**src/rtl/cnn_pkg.sv**
```systemverilog
// Types and helpers shared by the CNN layer stages.
// FSM encodings, output-size math and the int8 floor value.
package cnn_pkg;

  typedef enum logic [3:0] {
    S_IDLE    = 4'd0,
    S_INIT    = 4'd1,
    S_ADDR    = 4'd2,
    S_CAPTURE = 4'd3,
    S_STORE   = 4'd4,
    S_ADV     = 4'd5,
    S_DONE    = 4'd6
  } state_t;

  localparam int DEF_DATA_WIDTH = 8;

  localparam logic signed [DEF_DATA_WIDTH-1:0] MIN_VAL =
    {1'b1, {(DEF_DATA_WIDTH-1){1'b0}}};

  function automatic int out_dim(
    input int in,
    input int k,
    input int stride,
    input int pad
  );
    return (in + 2*pad - k) / stride + 1;
  endfunction

endpackage

```
**src/rtl/max_relu_unit.sv**
```systemverilog
// Signed two-operand max plus an optional clamp-to-zero.
// Ties keep operand a, so the running max is never replaced by an equal.
module max_relu_unit #(
  parameter int DATA_WIDTH = 8,
  parameter bit RELU_EN    = 1'b1
) (
  input  logic signed [DATA_WIDTH-1:0] a,
  input  logic signed [DATA_WIDTH-1:0] b,
  output logic signed [DATA_WIDTH-1:0] max_ab,
  output logic signed [DATA_WIDTH-1:0] relu_a
);

  always_comb begin
    max_ab = (b > a) ? b : a;
    relu_a = a;
    if (RELU_EN && a[DATA_WIDTH-1])
      relu_a = '0;
  end

endmodule

```
**src/rtl/relu_maxpool2d.sv**
```systemverilog
// 2-D max pooling with optional ReLU over a CHW int8 map.
// One window element per ADDR/CAPTURE pair; one write per window.
module relu_maxpool2d
  import cnn_pkg::*;
#(
  parameter int CHANNELS   = 64,
  parameter int IN_HEIGHT  = 2,
  parameter int IN_WIDTH   = 2,
  parameter int POOL_SIZE  = 2,
  parameter int STRIDE     = 2,
  parameter int DATA_WIDTH = 8,
  parameter int ADDR_WIDTH = 8,
  parameter bit RELU_EN    = 1'b1
) (
  input  logic                  clk,
  input  logic                  rst,
  input  logic                  start,
  output logic                  done,
  output logic                  valid,
  output logic [ADDR_WIDTH-1:0] input_addr,
  input  logic [DATA_WIDTH-1:0] input_data,
  output logic                  input_en,
  output logic [ADDR_WIDTH-1:0] output_addr,
  output logic [DATA_WIDTH-1:0] output_data,
  output logic                  output_we,
  output logic                  output_en
);

  localparam int OUT_H = out_dim(IN_HEIGHT, POOL_SIZE, STRIDE, 0);
  localparam int OUT_W = out_dim(IN_WIDTH, POOL_SIZE, STRIDE, 0);

  localparam logic [15:0] K_LAST  = 16'(POOL_SIZE - 1);
  localparam logic [15:0] OH_LAST = 16'(OUT_H - 1);
  localparam logic [15:0] OW_LAST = 16'(OUT_W - 1);
  localparam logic [15:0] CH_LAST = 16'(CHANNELS - 1);

  localparam logic signed [DATA_WIDTH-1:0] MIN_V =
    {1'b1, {(DATA_WIDTH-1){1'b0}}};

  state_t state, next;

  logic [15:0] ch, orow, ocol, kr, kc;
  logic [15:0] kr_n, kc_n;
  logic        last_k, last_px;
  logic [31:0] rd_lin, rd_lin_n, wr_lin;

  logic signed [DATA_WIDTH-1:0] max_r;
  logic signed [DATA_WIDTH-1:0] max_new;
  logic signed [DATA_WIDTH-1:0] relu_max;

  function automatic logic [31:0] rd_addr(
    input logic [15:0] c,
    input logic [15:0] r,
    input logic [15:0] q,
    input logic [15:0] a,
    input logic [15:0] b
  );
    return 32'(c) * 32'(IN_HEIGHT * IN_WIDTH)
         + (32'(r) * 32'(STRIDE) + 32'(a)) * 32'(IN_WIDTH)
         + 32'(q) * 32'(STRIDE) + 32'(b);
  endfunction

  max_relu_unit #(
    .DATA_WIDTH(DATA_WIDTH),
    .RELU_EN   (RELU_EN)
  ) u_max_relu (
    .a     (max_r),
    .b     (input_data),
    .max_ab(max_new),
    .relu_a(relu_max)
  );

  always_comb begin
    last_k  = (kr == K_LAST) && (kc == K_LAST);
    last_px = (ocol == OW_LAST) && (orow == OH_LAST)
           && (ch == CH_LAST);
    kc_n = kc + 16'd1;
    kr_n = kr;
    if (kc == K_LAST) begin
      kc_n = '0;
      kr_n = kr + 16'd1;
    end
    rd_lin   = rd_addr(ch, orow, ocol, kr, kc);
    rd_lin_n = rd_addr(ch, orow, ocol, kr_n, kc_n);
    wr_lin   = 32'(ch) * 32'(OUT_H * OUT_W)
             + 32'(orow) * 32'(OUT_W) + 32'(ocol);
  end

  always_ff @(posedge clk) begin
    if (rst) state <= S_IDLE;
    else     state <= next;
  end

  always_comb begin
    next = state;
    unique case (state)
      S_IDLE:    if (start) next = S_INIT;
      S_INIT:    next = S_ADDR;
      S_ADDR:    next = S_CAPTURE;
      S_CAPTURE: next = last_k ? S_STORE : S_ADDR;
      S_STORE:   next = S_ADV;
      S_ADV:     next = last_px ? S_DONE : S_INIT;
      S_DONE:    if (!start) next = S_IDLE;
      default:   next = S_IDLE;
    endcase
  end

  // Read strobe is raised on entry to ADDR so the memory sees it there.
  always_ff @(posedge clk) begin
    if (rst) begin
      done        <= 1'b0;
      valid       <= 1'b0;
      input_en    <= 1'b0;
      input_addr  <= '0;
      output_en   <= 1'b0;
      output_we   <= 1'b0;
      output_addr <= '0;
      output_data <= '0;
      max_r       <= '0;
      ch          <= '0;
      orow        <= '0;
      ocol        <= '0;
      kr          <= '0;
      kc          <= '0;
    end else begin
      unique case (state)
        S_IDLE: begin
          done      <= 1'b0;
          valid     <= 1'b0;
          input_en  <= 1'b0;
          output_en <= 1'b0;
          output_we <= 1'b0;
          if (start) begin
            ch   <= '0;
            orow <= '0;
            ocol <= '0;
            kr   <= '0;
            kc   <= '0;
          end
        end
        S_INIT: begin
          max_r      <= MIN_V;
          input_addr <= rd_lin[ADDR_WIDTH-1:0];
          input_en   <= 1'b1;
        end
        S_ADDR: begin
          input_en <= 1'b0;
        end
        S_CAPTURE: begin
          max_r <= max_new;
          if (last_k) begin
            kr <= '0;
            kc <= '0;
          end else begin
            kr         <= kr_n;
            kc         <= kc_n;
            input_addr <= rd_lin_n[ADDR_WIDTH-1:0];
            input_en   <= 1'b1;
          end
        end
        S_STORE: begin
          output_data <= relu_max;
          output_addr <= wr_lin[ADDR_WIDTH-1:0];
          output_en   <= 1'b1;
          output_we   <= 1'b1;
        end
        S_ADV: begin
          output_en <= 1'b0;
          output_we <= 1'b0;
          if (ocol != OW_LAST) begin
            ocol <= ocol + 16'd1;
          end else begin
            ocol <= '0;
            if (orow != OH_LAST) begin
              orow <= orow + 16'd1;
            end else begin
              orow <= '0;
              ch   <= ch + 16'd1;
            end
          end
        end
        S_DONE: begin
          done  <= 1'b1;
          valid <= 1'b1;
        end
        default: begin
          input_en  <= 1'b0;
          output_en <= 1'b0;
          output_we <= 1'b0;
        end
      endcase
    end
  end

endmodule

```
**config.mk**
```make
export PLATFORM = sky130hd
export DESIGN_NAME = relu_maxpool2d
export DESIGN_NICKNAME = d
export VERILOG_FILES = /design/src/rtl/cnn_pkg.sv /design/src/rtl/max_relu_unit.sv /design/src/rtl/relu_maxpool2d.sv
export SDC_FILE = /design/constraint.sdc
export NUM_CORES = 1
export LEC_CHECK = 0
export CAP_MARGIN = 5
export CORE_UTILIZATION = 45
export CTS_CLUSTER_SIZE = 28
export DETAILED_ROUTE_END_ITERATION = 7
export HOLD_SLACK_MARGIN = 0.1
export MAX_ROUTING_LAYER = met4
export SLEW_MARGIN = 40
export SYNTH_ARGS = -nofsm -noshare
export SYNTH_HDL_FRONTEND = slang
export SYNTH_SLANG_ARGS = --single-unit
```
**constraint.sdc**
```tcl
create_clock -name clk -period 5.1 [get_ports clk]
set_input_delay 0.765 -clock clk [delete_from_list [all_inputs] [get_ports clk]]
set_output_delay 0.765 -clock clk [all_outputs]
set_load 0.005 [all_outputs]
```
==> metrics.txt, run 1 <==
CTS Hold Bufs=0; critical path peak fanout=6; via count=6385; Port Buffer Count=38; Seq/Total Area, Yosys=31.28%; Mean Syn Cell Area=8.246 µm²; syn nets=994; Worst Setup Start Kind=flop; GRT busiest layer=met2; M3 GR Usage=5.008%; final hold viol count=0; top-count cell post-synth=dfxtp_1; CTS buffer count=17; Final Cycle Share=89.25%; drt total wl=18950 µm; top cells by count, synth=117 x dfxtp_1, 102 x nor2_1, 78 x a21oi_1, 76 x nand2_1, 65 x inv_1; placed cell areas=8015 µm²; data arrival time of the worst path=4.82 ns; CTS Root Cell=clkbuf_16; max incr delay on CP=0.48 ns; # nets final=1018; setup TNS=0 ns; Synth Flop Type=dfxtp_1; pwr/cell area=260.3 nW/µm²; DRT Pass-1 Iters=7; crit path kind=reg2reg; pin count of the biggest net entering global routing=53; YS warnings=0; Die X=131.0 µm; dpl hpwl=13990 µm; clock tree sinks=117; Worst-path clk slew=0.05 ns; Pins Over Slew Limit=0; max_cap viols=0; Slew @ Worst Pin=0.8141 ns; peak supply drop=0.2164 mV; synthesized area=7487 µm²; # DRC=0; relative slew slack=45.52%; core area=16060 µm²; clk_skew=0.01060 ns; I/O pin cnt=40; Final Util=53.52%; ant diodes=0; Hold Path Class=reg2reg; first-pass GRT wire length=30760 µm; Worst Path Buf+Inv=1; Final Setup Violations=0; Synth area leader=dfxtp_1; Initial Util=46.63%; worst path cell trace=ha_1, nor4b_1, and4_1, nand2_1, xnor2_1, ha_1, a21o_1, a21oi_1, xnor2_1, fa_1, inv_1, ha_1, a21o_1, a21oi_1, xnor3_1, xor3_1, nand2_1, a211oi_1; asr flop ratio synth=0%; Yosys cell types=55; Tot GR Track Use=24.47%; GP Congestion=0.8878; chip height=131.0 µm; clock tree buffer depth=2; status=finished, final reports clean; Synth top area share=31.28%; M1 GR Usage=32.84%; DR vias/cell=5.500; vias in the first global route=5818; P_leak=3.286 nW; synth top area cells=dfxtp_1 31%, fa_1 9.1%, ha_1 6.9%; layout cell share with drive strength beyond 1=4.656%; Final ANT Viol Nets=0; CTS tree=done; Slowest cell on crit path=fa_1; WP data required=5.37 ns; post-CTS sizing=0; Placement Rows=46; Clock Latency Late Sink=0.43 ns; RSZ-0062 raised after global routing=false; fmax=0.2197 GHz; Synth Register Bits=117; Critical Path Most Common Cell=ha_1; minimum clock period=4.552 ns; crit-path leading delay family=adder cells; initial antenna violation count=0; CP endpoint kind=flop; M2 GR Usage=37.04%; Syn Inst Count=908; aggregate global routing overflow=0; H-Tree Depth=4; die area=17160 µm²; WL per Instance=16.32 µm; EDFF count, synth=0; Non-Filler Cell Area, Final=8594 µm²; # Post-CTS Setup Buffers=0; area grow syn2layout=14.79%; initial DRC count=374; Hold Worst Slack=0.4517 ns
registers in the layout (all words and copies together) (netlist names):
register	cells
state	3
output_addr	8
valid	1
kc	16
max_r	8
output_data	7
ch	16
output_en	1
kr	16
input_addr	8
ocol	16
orow	16
input_en	1
worst reg2reg max path, cell delays in order, from the launching register on:
cell and delay (ns):
dfxtp_1 0.41, ha_1 0.21, nor4b_1 0.38, and4_1 0.29, nand2_1 0.09, xnor2_1 0.28, ha_1 0.29, a21o_1 0.17
a21oi_1 0.22, xnor2_1 0.11, fa_1 0.48, inv_1 0.04, ha_1 0.32, a21o_1 0.17, a21oi_1 0.19, xnor3_1 0.26
xor3_1 0.35, nand2_1 0.07, a211oi_1 0.06
placed cells by master, fill, tap and decap left out, drive strengths merged, types with 8 or more instances in the layout:
| cell | count |
|---|---|
| a21o | 11 |
| nand3b | 11 |
| ha | 41 |
| nand2 | 76 |
| nor3 | 21 |
| clkbuf | 23 |
| o21ai | 45 |
| clkdlybuf4s50 | 37 |
| a211oi | 9 |
| nor4 | 11 |
| xor2 | 24 |
| a31oi | 9 |
| dfxtp | 117 |
| nand4 | 15 |
| or3 | 17 |
| nand2b | 9 |
| and3 | 22 |
| a21oi | 78 |
| xnor2 | 35 |
| nor2 | 102 |
| inv | 65 |
| nand3 | 42 |
| a311oi | 17 |
| fa | 34 |
| mux2i | 8 |
per-layer routing:
layer	wire, µm	vias to the layer above
met4	279	0
li1	-	3220
met5	0	-
met3	999	21
met1	9132	2997
met2	8534	147
kinds of logic after synthesis:
| logic type | count (synthesis) | synth area share (%) |
|---|---|---|
| AO/OA/AOI/OAI | 186 | 14.84 |
| XOR/XNOR | 62 | 7.821 |
| adder cells (fa/ha/maj) | 75 | 15.94 |
| buffers and inverters | 103 | 5.431 |
| flip-flops | 117 | 31.28 |
| multiplexers | 9 | 1.220 |
| other | 1 | 0.05009 |
| AND/OR/NAND/NOR | 355 | 23.41 |
where the power goes:
part | internal (mW) | switching [mW]
sequential | 0.923 | 0.0130
clock | 0.752 | 0.420
combinational | 0.0442 | 0.0839
per-stage QoR:
stage	cells	power (mW)	setup slack [ns]
after floorplan	908	1.031	0.9187
after global placement	1129	1.084	0.6890
after detailed placement	1129	1.084	0.5762
after CTS	1161	2.258	0.5513
after global routing	1161	2.321	0.2001
final	1161	2.237	0.5485
cell type report:
class,count,area (µm²)
multi-input combinational,688,4746
timing repair buffer,43,412.9
sequential,117,2342
fill,1540,7463
clock inverter,9,101.3
tap,216,270.3
inverter,65,244.0
clock buffer,23,478.0
worst paths after layout:
kind / start / end / slack, ns / cells past startpoint
setup / recovery: kc[0] / input_addr[7] / 0.55 / 18
hold / removal: output_addr[5] / output_addr[5] / 0.45 / 2
setup reg to reg: kc[0] / input_addr[7] / 0.55 / 18
hold reg to reg: output_addr[5] / output_addr[5] / 0.45 / 2
No activity file was read; power rests on OpenSTA's default activity.
==> inputs of run 2 (changes only) <==
--- a/config.mk
+++ b/config.mk
@@ -5,6 +5,7 @@
 export SDC_FILE = /design/constraint.sdc
 export NUM_CORES = 1
 export LEC_CHECK = 0
+export ABC_AREA = 1
 export CAP_MARGIN = 5
 export CORE_UTILIZATION = 45
 export CTS_CLUSTER_SIZE = 28
==> run 2 against run 1 <==
Fmax is 8.6% higher. Combinational power increased by 45%. Non-clock buffer count is 1 higher. Highest routed layer unchanged. Sequential cell count unchanged. Worst hold slack better by 0.014 ns. Synthesized cell count is 25% higher. Power rose by 4.8%. Core utilization is 0.68 points lower. Sequential power about the same.
==> metrics.txt, run 2 <==
status=finished, final reports clean; # Post-CTS Setup Buffers=0 (unchanged); clock network fraction of total power=52.1% (-0.3 points); Pins Over Slew Limit=0 (unchanged); Critical Path Most Common Cell=nand2_1; Final Setup Violations=0 (unchanged); RR Endpoint=input_addr[7]; synth top area cells=dfxtp_1 29%, nand2_1 10%, fa_1 8.4%; Synth Flop Type=dfxtp_1; asr flop ratio synth=0% (unchanged); Die X=135.8 µm (+3.7%); P_leak=3.694 nW (+12%); max incr delay on CP=0.48 ns (about the same); setup TNS=0 ns (unchanged); drt total wl=21520 µm (+14%); dpl hpwl=15990 µm (+14%); clock tree sinks=117 (unchanged); final hold viol count=0 (unchanged); initial antenna violation count=0 (unchanged); YS warnings=0 (unchanged); DRT Pass-1 Iters=5 (-2); Synth Register Bits=117 (unchanged); top-count cell post-synth=nand2_1; Slowest cell on crit path=fa_1; Worst Setup Start Kind=flop; area grow syn2layout=14.15%; r2r setup slk=0.91 ns (+0.36 ns); Clock Latency Late Sink=0.42 ns (about the same); CP endpoint kind=flop; Syn Inst Count=1138 (+25%); max_cap viols=0 (unchanged); syn nets=1224 (+23%); WL per Instance=15.30 µm (-6.3%); WP data required=5.45 ns (+0.08 ns); Synth top area share=29.05% (-2.2 points); commonest non-fill, non-tap cell in the layout=nand2_1; Worst Path Buf+Inv=3 (+2); Tot GR Track Use=25.25% (+0.79 points); top cells by count, synth=225 x nand2_1, 154 x inv_1, 117 x dfxtp_1, 108 x nor2_1, 99 x a21oi_1; # nets final=1255 (+23%); Placement Rows=48 (+4.3%); Hold Path Class=reg2reg; layout cell share with drive strength beyond 1=5.245% (+0.59 points); Yosys cell types=50 (-9.1%); ant diodes=0 (unchanged); R2R depth=26 (+8); H-Tree Depth=4 (unchanged); PnR worst setup slack=0.9072 ns (+0.3587 ns); Pint=1.770 mW (+2.9%); CTS tree=done; post-CTS sizing=0 (unchanged); Synth area leader=dfxtp_1; Worst Setup SP=kc[0]; critical path peak fanout=8 (+2); die area=18450 µm² (+7.6%); CTS Root Cell=clkbuf_16; switching share of total power=24.50% (+1.4 points); initial DRC count=490 (+31%); hold path endpoint=output_data[0]; Final Cycle Share=82.21% (-7.0 points); clock tree buffer depth=2 (unchanged); Port Buffer Count=38 (unchanged); clk_skew=0.008745 ns (-0.001859 ns); aggregate global routing overflow=0 (unchanged); CTS Hold Bufs=0 (unchanged); Seq/Total Area, Yosys=29.05% (-2.2 points); sequential share of power=40.0% (-1.9 points); Worst-path clk slew=0.06 ns (about the same); Slew @ Worst Pin=0.7385 ns (-0.07561 ns); data arrival time of the worst path=4.55 ns (-0.27 ns); Initial Util=46.29% (-0.34 points); most frequent cells in the layout=225 x nand2_1, 154 x inv_1, 117 x dfxtp_1; Mean Syn Cell Area=7.084 µm² (-14%); core area=17420 µm² (+8.5%); pwr/cell area=254.7 nW/µm² (-2.1%); synthesized area=8061 µm² (+7.7%); crit path kind=reg2reg; minimum clock period=4.193 ns (-0.3587 ns); start of the worst register-to-register path=kc[0]; RSZ-0062 raised after global routing=false; fmax=0.2385 GHz (+8.6%); Switch Pwr=0.5744 mW (+11%); first-pass GRT wire length=34820 µm (+13%); via count=7413 (+16%); chip height=135.8 µm (+3.7%); crit-path leading delay family=adder cells; GP Congestion=0.8949 (+0.80%); peak supply drop=0.2293 mV (+5.9%); EDFF count, synth=0 (unchanged); worst min-delay path startpoint=output_data[0]; CTS buffer count=17 (unchanged); pin count of the biggest net entering global routing=73 (+38%); # DRC=0 (unchanged); DR vias/cell=5.269 (-4.2%); Setup WS pre-CTS=0.9672 ns (+0.3910 ns); Combinational Power Share=7.9% (+2.2 points); relative slew slack=50.71% (+5.2 points); vias in the first global route=6844 (+18%); I/O pin cnt=40 (unchanged); hold depth=2 (unchanged); Final ANT Viol Nets=0 (unchanged)
==> run 2: changes by cell type after synthesis, moves of 15 or more <==
cell / delta
nand2_1: +149
inv_1: +89
nand3_1: +48
nand4_1: +25
a21oi_1: +21
clkbuf_1: -19
and3_1: -18
a311oi_1: -17
or3_1: -17
xnor2_1: -15
==> run 2: how the worst max path moves through the flow <==
stage | endpoint | slack, ns | depth (start not counted)
after CTS | input_addr[7] | 0.93 | 26
after floorplan | input_addr[7] | 1.34 | 26
after detailed placement | input_addr[7] | 0.97 | 26
final | input_addr[7] | 0.91 | 26
after global routing | input_addr[7] | 0.45 | 26
after global placement | input_addr[7] | 1.03 | 26
==> run 2: layer usage <==
| metal | track usage (%) | part of all wire, % |
|---|---|---|
| met2 | 39.68 | 46 |
| met3 | 3.691 | 4.2 |
| met4 | 7.928 | 1.4 |
| met5 | - | 0 |
| met1 | 33.32 | 48 |
==> run 2: cell families (layout without fill, tap and decap cells) <==
family	count (synthesis)	after routing	synth area share, %
compound gates	183	183	12.59
xor+xnor	45	45	4.889
fa+ha+maj	75	75	14.81
buf+inv	198	242	9.731
flops	117	117	29.05
other cells	1	1	0.04652
simple gates	519	519	28.88
==> run 2: power by group through the flow <==
stage	Combinational, mW	Sequential, mW	Clock [mW]
global route	0.205	0.939	1.27
global placement	0.185	0.957	0
floorplan	0.123	0.954	0
finish	0.185	0.937	1.22
detailed placement	0.185	0.956	0
CTS	0.186	0.937	1.24
==> run 2: layout make-up <==
type	count	area [µm²]
repair buffers	44	424.2
inverters	166	623.1
clock inverters	9	126.4
multi-input cells	823	4937
flip-flops and latches	117	2342
fillers	1767	8214
clock buffers	23	467.9
well taps	225	281.5
==> run 2: worst reg2reg max path: cells and delay by family, from the launching register on <==
family | cells | cell delay [ns]
xor gates and xnor gates | 1 | 0.14
AOI/OAI and AO/OA | 4 | 0.63
buffers and inverters | 3 | 0.16
and+or+nand+nor | 13 | 1.08
adders and majority gates | 5 | 1.72
DFF | 1 | 0.43
==> run 2: per-stage QoR <==
| stage | hold WS, ns | area, µm² | power (mW) | util [%] | cells |
|---|---|---|---|---|---|
| after global placement | 0.4552 | 8602 | 1.141 | 49.39 | 1375 |
| after detailed placement | 0.4581 | 8605 | 1.142 | 49.40 | 1375 |
| final | 0.4662 | 9203 | 2.344 | 52.84 | 1407 |
| after floorplan | 0.4437 | 8061 | 1.077 | - | 1138 |
| after CTS | 0.4666 | 9199 | 2.363 | 52.82 | 1407 |
| after global routing | 0.5078 | 9203 | 2.413 | 52.84 | 1407 |
==> inputs of run 3 (changes only) <==
==> constraint.sdc (replaced) <==
create_clock -name clk -period 4.2 [get_ports clk]
set_input_delay 0.63 -clock clk [delete_from_list [all_inputs] [get_ports clk]]
set_output_delay 0.63 -clock clk [all_outputs]
set_load 0.005 [all_outputs]
==> run 3 against run 2 <==
Clock power rose by 20%. Core utilization rose by 1.0 points. Power rose by 21%. First-iteration DRC count rose by 18%. Wire length rose by 2.9%. Clock skew rose by 0.0013 ns. Sequential share of layout area fell by 0.49 points. Worst setup slack got worse by 0.63 ns. Count of clock-buffer cells in the layout fell by 2. Worst hold slack barely moved. Critical path type unchanged. Largest power group unchanged. Highest routed layer unchanged.
==> metrics.txt, run 3 (synthesized netlist as in run 2, its figures left out) <==
status=finished, final reports clean; Final Cycle Share=93.30% (+11 points); dpl hpwl=16490 µm (+3.1%); first-pass GRT wire length=35240 µm (+1.2%); minimum clock period=3.919 ns (-0.2743 ns); Slew @ Worst Pin=0.7326 ns (-0.005863 ns); placed cell areas=8677 µm² (+0.84%); switching share of total power=25.63% (+1.1 points); R2R depth=27 (+3.8%); Port Buffer Count=38 (unchanged); Worst-path clk slew=0.06 ns (about the same); max_cap viols=0 (unchanged); Final Setup Violations=0 (unchanged); Placement Rows=48 (unchanged); vias in the first global route=6876 (+0.47%); via count=7565 (+2.1%); aggregate global routing overflow=0 (unchanged); r2r setup slk=0.28 ns (-0.63 ns); critical path peak fanout=8 (unchanged); DRT Pass-1 Iters=5 (unchanged); hold path endpoint=output_data[5]; core area=17420 µm² (unchanged); PnR worst setup slack=0.2815 ns (-0.6257 ns); fmax=0.2552 GHz (+7.0%); WL per Instance=15.61 µm (+2.1%); clk_skew=0.01008 ns (+0.001339 ns); clock network fraction of total power=51.9% (-0.2 points); pin count of the biggest net entering global routing=44 (-40%); crit path kind=reg2reg; initial DRC count=578 (+18%); DR vias/cell=5.331 (+1.2%); clock tree buffer depth=2 (unchanged); Combinational Power Share=8.1% (+0.2 points); final hold viol count=0 (unchanged); I/O pin cnt=40 (unchanged); worst min-delay path startpoint=output_data[5]; WP data required=4.56 ns (-0.89 ns); start of the worst register-to-register path=kc[1]; Clock Latency Late Sink=0.43 ns (about the same); chip height=135.8 µm (unchanged); Non-Filler Cell Area, Final=9382 µm² (+1.9%); pwr/cell area=302.7 nW/µm² (+19%); layout cell share with drive strength beyond 1=7.454% (+2.2 points); Setup WS pre-CTS=0.1198 ns (-0.8474 ns); die area=18450 µm² (unchanged); drt total wl=22160 µm (+2.9%); Final Util=53.86% (+1.0 points); Hold Worst Slack=0.4657 ns (-0.0004480 ns); peak supply drop=0.3245 mV (+42%); sequential share of power=40.0% (about the same); P_leak=3.731 nW (+0.99%); clock tree sinks=117 (unchanged); area grow syn2layout=16.37%; Fill cells=1742 (-1.4%); Pint=2.112 mW (+19%); Worst Setup Start Kind=flop; ant diodes=0 (unchanged); # DRC=0 (unchanged); # nets final=1267 (+0.96%); Final ANT Viol Nets=0 (unchanged); H-Tree Depth=4 (unchanged); Pins Over Slew Limit=0 (unchanged); Tot GR Track Use=25.86% (+0.61 points); CP endpoint kind=flop; data arrival time of the worst path=4.28 ns (-0.27 ns); GP Congestion=0.9190 (+2.7%); RR Endpoint=input_addr[7]; relative slew slack=50.71% (about the same); Hold Path Class=reg2reg; initial antenna violation count=0 (unchanged); commonest non-fill, non-tap cell in the layout=nand2_1; CTS buffer count=17 (unchanged); CTS Root Cell=clkbuf_16; CTS tree=done; most frequent cells in the layout=225 x nand2_1, 153 x inv_1, 117 x dfxtp_1; Die X=135.8 µm (unchanged); Initial Util=46.29% (unchanged); Switch Pwr=0.7278 mW (+27%); hold depth=2 (unchanged)
==> run 3: cell types whose count changed in the layout (fill, tap and decap cells not counted), moves of 3 or more <==
cell,change
ha_1,-5
buf_4,+13
clkbuf_1,-3
ha_4,+3
clkinvlp_4,+3
==> run 3: metal layers <==
metal	global-route usage [%]	wire, µm	vias up
met5	-	0	-
met4	9.613	556	0
met3	5.556	1257	39
met2	39.68	9956	195
met1	33.25	10380	3490
li1	-	-	3841
==> run 3: how the worst max path moves through the flow <==
| stage | depth (start not counted) | endpoint | slack [ns] | start |
|---|---|---|---|---|
| floorplan | 26 | input_addr[7] | 0.44 | kc[0] |
| global placement | 27 | input_addr[7] | 0.17 | kc[1] |
| detailed placement | 27 | input_addr[7] | 0.12 | kc[1] |
| CTS | 27 | input_addr[7] | 0.10 | kc[1] |
| global route | 27 | input_addr[7] | -0.01 | kc[1] |
| finish | 27 | input_addr[7] | 0.28 | kc[1] |
==> run 3: layout make-up <==
cell class                      instances  area (µm²)  area share (%)
Multi-Input combinational cell        823        5027           53.59
Inverter                              166       623.1           6.642
Timing Repair Buffer                   56       510.5           5.441
Clock buffer                           21       470.5           5.015
Tap cell                              225       281.5           3.001
Sequential cell                       117        2342           24.97
Clock inverter                         11       126.4           1.347
==> run 3: worst max-delay path, cell delays in order (launching register included) <==
cell and delay (ns):
dfxtp_1 0.31, inv_2 0.07, ha_2 0.19, inv_1 0.04
nor2_1 0.08, nand2_1 0.09, nor2_4 0.16, nand2_4 0.11
nand2_1 0.08, o21ai_1 0.09, ha_2 0.21, fa_2 0.36
nand3_1 0.09, nand2_1 0.09, xnor2_2 0.14, fa_1 0.48
inv_1 0.07, ha_4 0.26, a21o_1 0.22, a31oi_4 0.17
inv_1 0.05, nand2_1 0.08, nand2_1 0.05, nand2_1 0.07
nand2_1 0.05, nand2_1 0.05, nand3_1 0.06, a21oi_1 0.13
==> run 3: power by group through the flow <==
stage	logic [mW]	clock network [mW]	registers, mW
floorplan	0.149	0	1.16
global placement	0.229	0	1.16
detailed placement	0.229	0	1.16
CTS	0.230	1.50	1.14
global route	0.256	1.55	1.14
finish	0.231	1.47	1.14
==> run 3: timing repair <==
action                                  CTS  global route
setup buffers                             0             2
hold buffers                              0             0
endpoints found under the setup margin    0             2
resized for setup                         0            17
==> run 3: stage by stage <==
step | setup TNS (ns) | power, mW | instances
detailed placement | 0 | 1.389 | 1385
finish | 0 | 2.840 | 1419
floorplan | 0 | 1.307 | 1138
global placement | 0 | 1.389 | 1385
global route | -0.01412 | 2.940 | 1419
CTS | 0 | 2.865 | 1417
